[src/rtl/sprite_compositor_pkg.sv]
// sprite_compositor_pkg: shared video constants, sprite geometry defaults and packed-bus helpers.
package sprite_compositor_pkg;
   localparam int RES_H      = 640;
   localparam int RES_V      = 480;
   localparam int PIXEL_FREQ = 25_175_000;
   localparam int SPR_W      = 16;
   localparam int SPR_H      = 8;
   localparam int SCALE_LOG2 = 1;
   localparam int POS_W      = 10;
   localparam int COLOR_W    = 8;
   function automatic int slice_lo(input int idx, input int width);
      return idx * width;
   endfunction
endpackage

[src/rtl/sprite_hit.sv]
// sprite_hit: per-channel box test and bitmap lookup for the current pixel.
module sprite_hit
   import sprite_compositor_pkg::*;
#(
   parameter int SPR_W      = sprite_compositor_pkg::SPR_W,
   parameter int SPR_H      = sprite_compositor_pkg::SPR_H,
   parameter int SCALE_LOG2 = sprite_compositor_pkg::SCALE_LOG2,
   parameter int POS_W      = sprite_compositor_pkg::POS_W
) (
   input  logic [POS_W-1:0]       pixel_x,
   input  logic [POS_W-1:0]       pixel_y,
   input  logic [POS_W-1:0]       x,
   input  logic [POS_W-1:0]       y,
   input  logic                   en,
   input  logic [SPR_W*SPR_H-1:0] bitmap,
   output logic                   hit,
   output logic                   opaque
);
   localparam int IW = $clog2(SPR_W * SPR_H);
   localparam logic [POS_W:0] W_MAX = (POS_W+1)'(SPR_W << SCALE_LOG2);
   localparam logic [POS_W:0] H_MAX = (POS_W+1)'(SPR_H << SCALE_LOG2);
   logic [POS_W:0] dx, dy, sx, sy;
   logic [IW-1:0]  idx;
   // one extra bit so a pixel left of / above the sprite shows up as negative
   assign dx  = {1'b0, pixel_x} - {1'b0, x};
   assign dy  = {1'b0, pixel_y} - {1'b0, y};
   assign sx  = dx >> SCALE_LOG2;
   assign sy  = dy >> SCALE_LOG2;
   assign idx = IW'(sy * (POS_W+1)'(SPR_W) + sx);
   assign hit    = en && !dx[POS_W] && !dy[POS_W] && dx < W_MAX && dy < H_MAX;
   assign opaque = hit && bitmap[idx];
endmodule

[src/rtl/sprite_compositor.sv]
// sprite_compositor: draws NUM_SPRITES scaled bitmap sprites over a background with
// fixed priority, per-frame collision flags and 2-strobe aligned sync outputs.
module sprite_compositor
   import sprite_compositor_pkg::*;
#(
   parameter int NUM_SPRITES = 4,
   parameter int RES_H       = sprite_compositor_pkg::RES_H,
   parameter int RES_V       = sprite_compositor_pkg::RES_V,
   parameter int SPR_W       = sprite_compositor_pkg::SPR_W,
   parameter int SPR_H       = sprite_compositor_pkg::SPR_H,
   parameter int SCALE_LOG2  = sprite_compositor_pkg::SCALE_LOG2,
   parameter int POS_W       = sprite_compositor_pkg::POS_W
) (
   input  logic                                 clk,
   input  logic                                 arst_n,
   input  logic                                 pix_en,
   input  logic                                 hsync_in,
   input  logic                                 vsync_in,
   input  logic                                 data_enable,
   input  logic                                 frame,
   input  logic [NUM_SPRITES*POS_W-1:0]         spr_x,
   input  logic [NUM_SPRITES*POS_W-1:0]         spr_y,
   input  logic [NUM_SPRITES-1:0]               spr_en,
   input  logic [NUM_SPRITES*COLOR_W-1:0]       spr_color,
   input  logic [NUM_SPRITES*SPR_W*SPR_H-1:0]   spr_bitmap,
   input  logic [COLOR_W-1:0]                   bg_color,
   output logic [COLOR_W-1:0]                   vga_out,
   output logic                                 hsync,
   output logic                                 vsync,
   output logic [NUM_SPRITES-1:0]               collision,
   output logic                                 collision_valid
);
   localparam int N  = NUM_SPRITES;
   localparam int BM = SPR_W * SPR_H;
   localparam logic [POS_W-1:0] X_LAST = POS_W'(RES_H - 1);
   localparam logic [POS_W-1:0] Y_LAST = POS_W'(RES_V - 1);
   logic [POS_W-1:0]   pixel_x, pixel_y, px, py;
   logic [N*POS_W-1:0] sh_x, sh_y, ex, ey;
   logic [N*COLOR_W-1:0] sh_color, ec;
   logic [N-1:0]       sh_en, ee, hit, opaque, opq, acc;
   logic [COLOR_W-1:0] win_color, col1;
   logic               win, any1, de1, hs1, vs1, live1, started, multi;
   // the frame strobe is pixel (0,0) of the new frame and already uses the newly latched sprite state
   assign px = frame ? '0 : pixel_x;
   assign py = frame ? '0 : pixel_y;
   assign ex = frame ? spr_x : sh_x;
   assign ey = frame ? spr_y : sh_y;
   assign ee = frame ? spr_en : sh_en;
   assign ec = frame ? spr_color : sh_color;
   assign opq   = hit & opaque;
   assign multi = data_enable && |(opq & (opq - N'(1)));
   for (genvar g = 0; g < N; g++) begin : g_hit
      sprite_hit #(
         .SPR_W(SPR_W), .SPR_H(SPR_H), .SCALE_LOG2(SCALE_LOG2), .POS_W(POS_W)
      ) u_hit (
         .pixel_x(px),
         .pixel_y(py),
         .x(ex[slice_lo(g, POS_W) +: POS_W]),
         .y(ey[slice_lo(g, POS_W) +: POS_W]),
         .en(ee[g]),
         .bitmap(spr_bitmap[slice_lo(g, BM) +: BM]),
         .hit(hit[g]),
         .opaque(opaque[g])
      );
   end
   always_comb begin
      win = 1'b0;
      win_color = '0;
      for (int i = N - 1; i >= 0; i--)
         if (opq[i]) begin
            win = 1'b1;
            win_color = ec[slice_lo(i, COLOR_W) +: COLOR_W];
         end
   end
   always_ff @(posedge clk or negedge arst_n)
      if (!arst_n) begin
         pixel_x <= '0;
         pixel_y <= '0;
      end else if (pix_en) begin
         if (frame) begin
            pixel_x <= data_enable ? POS_W'(1) : '0;
            pixel_y <= '0;
         end else if (data_enable) begin
            pixel_x <= (pixel_x == X_LAST) ? '0 : pixel_x + 1'b1;
            if (pixel_x == X_LAST) pixel_y <= (pixel_y == Y_LAST) ? '0 : pixel_y + 1'b1;
         end
      end
   always_ff @(posedge clk or negedge arst_n)
      if (!arst_n) begin
         sh_x <= '0;
         sh_y <= '0;
         sh_en <= '0;
         sh_color <= '0;
         started <= 1'b0;
      end else if (pix_en && frame) begin
         sh_x <= spr_x;
         sh_y <= spr_y;
         sh_en <= spr_en;
         sh_color <= spr_color;
         started <= 1'b1;
      end
   always_ff @(posedge clk or negedge arst_n)
      if (!arst_n) begin
         any1 <= 1'b0;
         col1 <= '0;
         de1 <= 1'b0;
         hs1 <= 1'b0;
         vs1 <= 1'b0;
         live1 <= 1'b0;
         vga_out <= '0;
         hsync <= 1'b0;
         vsync <= 1'b0;
         acc <= '0;
         collision <= '0;
         collision_valid <= 1'b0;
      end else begin
         collision_valid <= pix_en && frame;
         if (pix_en) begin
            any1 <= win;
            col1 <= win_color;
            de1 <= data_enable;
            hs1 <= hsync_in;
            vs1 <= vsync_in;
            live1 <= started || frame;
            vga_out <= (de1 && live1) ? (any1 ? col1 : bg_color) : '0;
            hsync <= hs1;
            vsync <= vs1;
            acc <= (frame ? '0 : acc) | (multi ? opq : '0);
            if (frame) collision <= acc;
         end
      end
endmodule

[config.mk]
export PLATFORM = sky130hd
export DESIGN_NAME = sprite_compositor
export DESIGN_NICKNAME = d
export VERILOG_FILES = /design/src/rtl/sprite_compositor_pkg.sv /design/src/rtl/sprite_hit.sv /design/src/rtl/sprite_compositor.sv
export SDC_FILE = /design/constraint.sdc
export NUM_CORES = 1
export LEC_CHECK = 0
export CAP_MARGIN = 15
export CORE_AREA = 2 2 259 261
export CTS_BUF_LIST = sky130_fd_sc_hd__clkbuf_8
export DETAILED_ROUTE_END_ITERATION = 7
export DIE_AREA = 0 0 261 263
export PLACE_DENSITY = 0.54
export SLEW_MARGIN = 5
export SYNTH_ARGS = -nofsm -noshare
export SYNTH_HDL_FRONTEND = slang
export SYNTH_HIERARCHICAL = 1
export SYNTH_SLANG_ARGS = --single-unit
[constraint.sdc]
create_clock -name clk -period 5 [get_ports clk]
set_input_delay 1 -clock clk [delete_from_list [all_inputs] [get_ports clk]]
set_output_delay 1 -clock clk [all_outputs]
set_load 0.01 [all_outputs]
==> flow_summary.yaml <==
worst_setup_path:
  worst-endpoint-required_ns: 5.42
  slowest_stage: "fa_2"
  cpPeakStageDelay_ns: 0.58
  r2r_slack_ns: 0.40
  critPathLaunchType: "input port"
  end_kind: "flop"
  crit_fanout: 15
  path_cells: "clkdlybuf4s50_1 -> mux2_2 -> inv_1 -> ha_4 -> a21o_1 -> a31o_4 -> a31oi_2 -> xnor2_2 -> ha_2 -> inv_2 -> fa_2 -> mux4_2 -> nor2b_1 -> a211oi_1 -> a211o_1 -> a21boi_1 -> and2_1 -> buf_12 -> nor2_4 -> nand2_1 -> a32o_1"
  worstSetupPathType: "input port to flop"
  crit_arrival_ns: 5.24
  cp_top_family: "compound AO/OA/AOI/OAI gates"
  crit_buf_inv: 4
clock_network:
  cts.path.max_buffers: 2
  ctsHoldBuffers: 0
  cts_tree: "done"
  cts_buffers: 17
  clk_pin_slew_worst_paths_ns: 0.11
  cts_num_sinks: 169
  clk_latency_ns: 0.52
  htreeDepth: 4
  cts_root_buf: "clkbuf_8"
routing:
  ant_nets: 0
  vias: 15407
  first_iter_violations: 674
  vias_per_cell: 4.84
  drc_errors: 0
  wl_mm: 66.1
  routedWlPerCell_um: 20.8
  firstDrtPassIters: 5
cells_and_area:
  nets: 3037
  layout_commonest_cell: "clkdlybuf4s50_1"
  layout_common_cells: "clkdlybuf4s50_1 (652), mux2_2 (216), buf_4 (191)"
  fin_util_pct: 40.8
  final_cells: 3186
  drive_gt1_share_pct: 31.6
  nFillCells: 6306
  area_growth_pct: 61.0
synthesis:
  synth_cells: 1487
  synth.top_cell.area_share_pct: 25.4
  synth_compound_area_share_pct: 11.6
  synth_area_per_cell_sq_um: 11.2
  yosysUniqueCellTypes: 76
  yosysTopAreaCell: "dfrtp_1"
  muxShareOfSynthArea_pct: 38.7
  yosys_warnings: 6
  syn_area_sq_um: 16600
  synthAdderAreaFrac_pct: 7.32
  async_reset_ff_share_pct: 100
  synth_edf_count: 0
  synth.area.top_cells: "dfrtp_1 (25%), mux4_2 (18%), mux2_2 (15%)"
  synth_xor_area_share_pct: 3.06
  ys.flop_type: "dfrtp_1"
  synth_top_family_by_area: "multiplexers"
  ys_seq_area_share_pct: 25.4
  synth-seq-cells: 169
  syn-num-nets: 2220
  synthSimpleGateAreaFrac_pct: 8.95
placed_design:
  dp_hpwl_mm: 56.2
  dp.cells: 3140
  place.gp.congestion: 0.890
  portBuffers: 657
grt:
  grt_use_total_pct: 18.9
  grt_pass1_vias: 16696
  grt_busiest_layer: "met2"
  antenna_found_initial: 10
  met2_usage_pct: 35.1
  grt_pass1_wl_mm: 98.6
  grt_use_met3_pct: 2.94
  use_met1_pct: 22.1
  grt-ovfl-total: 0
  grt_max_degree: 97
power_and_ir_drop:
  p_leak_nw: 11.1
  swShare_pct: 37.7
  power_mw: 8.31
  pwr-share-comb_pct: 67.5
  seq_power_share_pct: 19.9
  p_sw_mw: 3.13
  p_int_mw: 5.18
  power_density_nw_per_um2: 311
  ir_drop_mv: 0.156
  clkPwrFrac_pct: 12.7
timing:
  setup_viol: 0
  hold_viol: 0
  skew_ns: 0.0194
  drv_slew: 0
  slew_headroom_pct: 27.7
  fmax_mhz: 207
  post-route-period-util_pct: 96.5
  fin_crit_ns: 4.83
  hold_ws_ns: 0.478
  worstMarginPinSlew_ns: 1.08
floorplan:
  die_h_um: 263
  num_rows: 94
  initial_core_util_pct: 25.3
  core_sq_um: 65600
  die-area_sq_um: 68600
  fp.dieW_um: 261
  io_pins: 658
flow_run:
  cap_violations: 0
min_path:
  hold_path.class: "flop to flop"
outcome:
  status: "complete, no violations"
## layer usage
metal / part of all wire [%] / vias up
met2: 53 / 443
li1: - / 7348
met5: 0.085 / -
met3: 4.5 / 66
met1: 40 / 7540
met4: 2.3 / 10
## timing repair
action | in CTS | in global routing
endpoints found under the setup margin | 0 | 13
resized for setup | 0 | 48
setup buffers | 0 | 8
## layout make-up
type,count,area (sq um),area share [%]
inverter,102,385,1.44
clock buffer,17,234,0.874
tap,864,1080,4.04
timing repair buffer,875,8540,31.9
sequential,169,4230,15.8
clock inverter,15,180,0.673
multi-input combinational,1139,12100,45.2
antenna,5,12.5,0.0468
## per-stage QoR
| stage | setup TNS (ns) | setup slack (ns) | area, sq um |
|---|---|---|---|
| after floorplan | -3.61 | -0.307 | 17000 |
| after detailed placement | -6.74 | -0.560 | 26000 |
| after global placement | -5.36 | -0.439 | 26000 |
| after CTS | 0 | 0.0131 | 26500 |
| final | 0 | 0.173 | 26800 |
| after global routing | -0.000209 | -0.000209 | 26800 |
## synthesized netlist by cell type, drive strengths merged (6+ instances only)
cell type and n:
ha 78, xnor2 31, mux2 219, nand2b 15
o22ai 11, and2 9, nor3b 7, clkbuf 15
a2111oi 6, fa 12, a21o 30, a31oi 21
mux4 135, xor2 19, nand4 9, dfrtp 169
o21a 8, buf 62, o211ai 6, o31ai 13
and3 8, a221oi 8, a211oi 13, nor2 73
mux2i 92, nand4b 7, nor3 13, inv 102
o21ai 50, nor2b 31, a21oi 55, nand2 47
a22oi 25, nand3 22
## path summary, 6_finish.rpt
kind / cells past startpoint / to / start
worst max-delay path: 21 / acc[1]$_DFFE_PN0P_ / spr_x[2]
worst min-delay path: 1 / started$_DFFE_PN0P_ / started$_DFFE_PN0P_
worst max register to register: 22 / col1[4]$_DFFE_PN0P_ / pixel_x[2]$_DFFE_PN0P_
worst min register to register: 1 / started$_DFFE_PN0P_ / started$_DFFE_PN0P_
max in group asynchronous: 2 / sh_y[24]$_DFFE_PN0P_ / arst_n
min in group asynchronous: 1 / hs1$_DFFE_PN0P_ / arst_n
## cell families (layout without fill, tap and decap cells)
family          Yosys count  count (layout)
mux                     446             446
compound gates          281             281
simple gates            272             272
buf+inv                 179            1009
flops                   169             169
fa+ha+maj                90              90
xor+xnor                 50              50
other cells               0               5
## registers in the layout (all words and copies together), names as in the netlist
| name | flops |
|---|---|
| de1 | 1 |
| col1 | 8 |
| vs1 | 1 |
| hsync | 1 |
| vga_out | 8 |
| sh_x | 40 |
| any1 | 1 |
| pixel_y | 10 |
| live1 | 1 |
| acc | 4 |
| vsync | 1 |
| sh_color | 32 |
| collision_valid | 1 |
| collision | 4 |
| sh_en | 4 |
| pixel_x | 10 |
| hs1 | 1 |
| started | 1 |
| sh_y | 40 |
## power groups by stage
stage          clock network, mW  registers [mW]  logic [mW]
2_1_floorplan                  0            1.64        3.46
3_3_place_gp                   0            1.67        5.41
3_5_place_dp                   0            1.68        5.48
4_1_cts                     1.10            1.65        5.51
5_1_grt                     1.15            1.68        6.08
6_report                    1.05            1.65        5.61
Note: power is estimated with default switching activity, not from simulation.
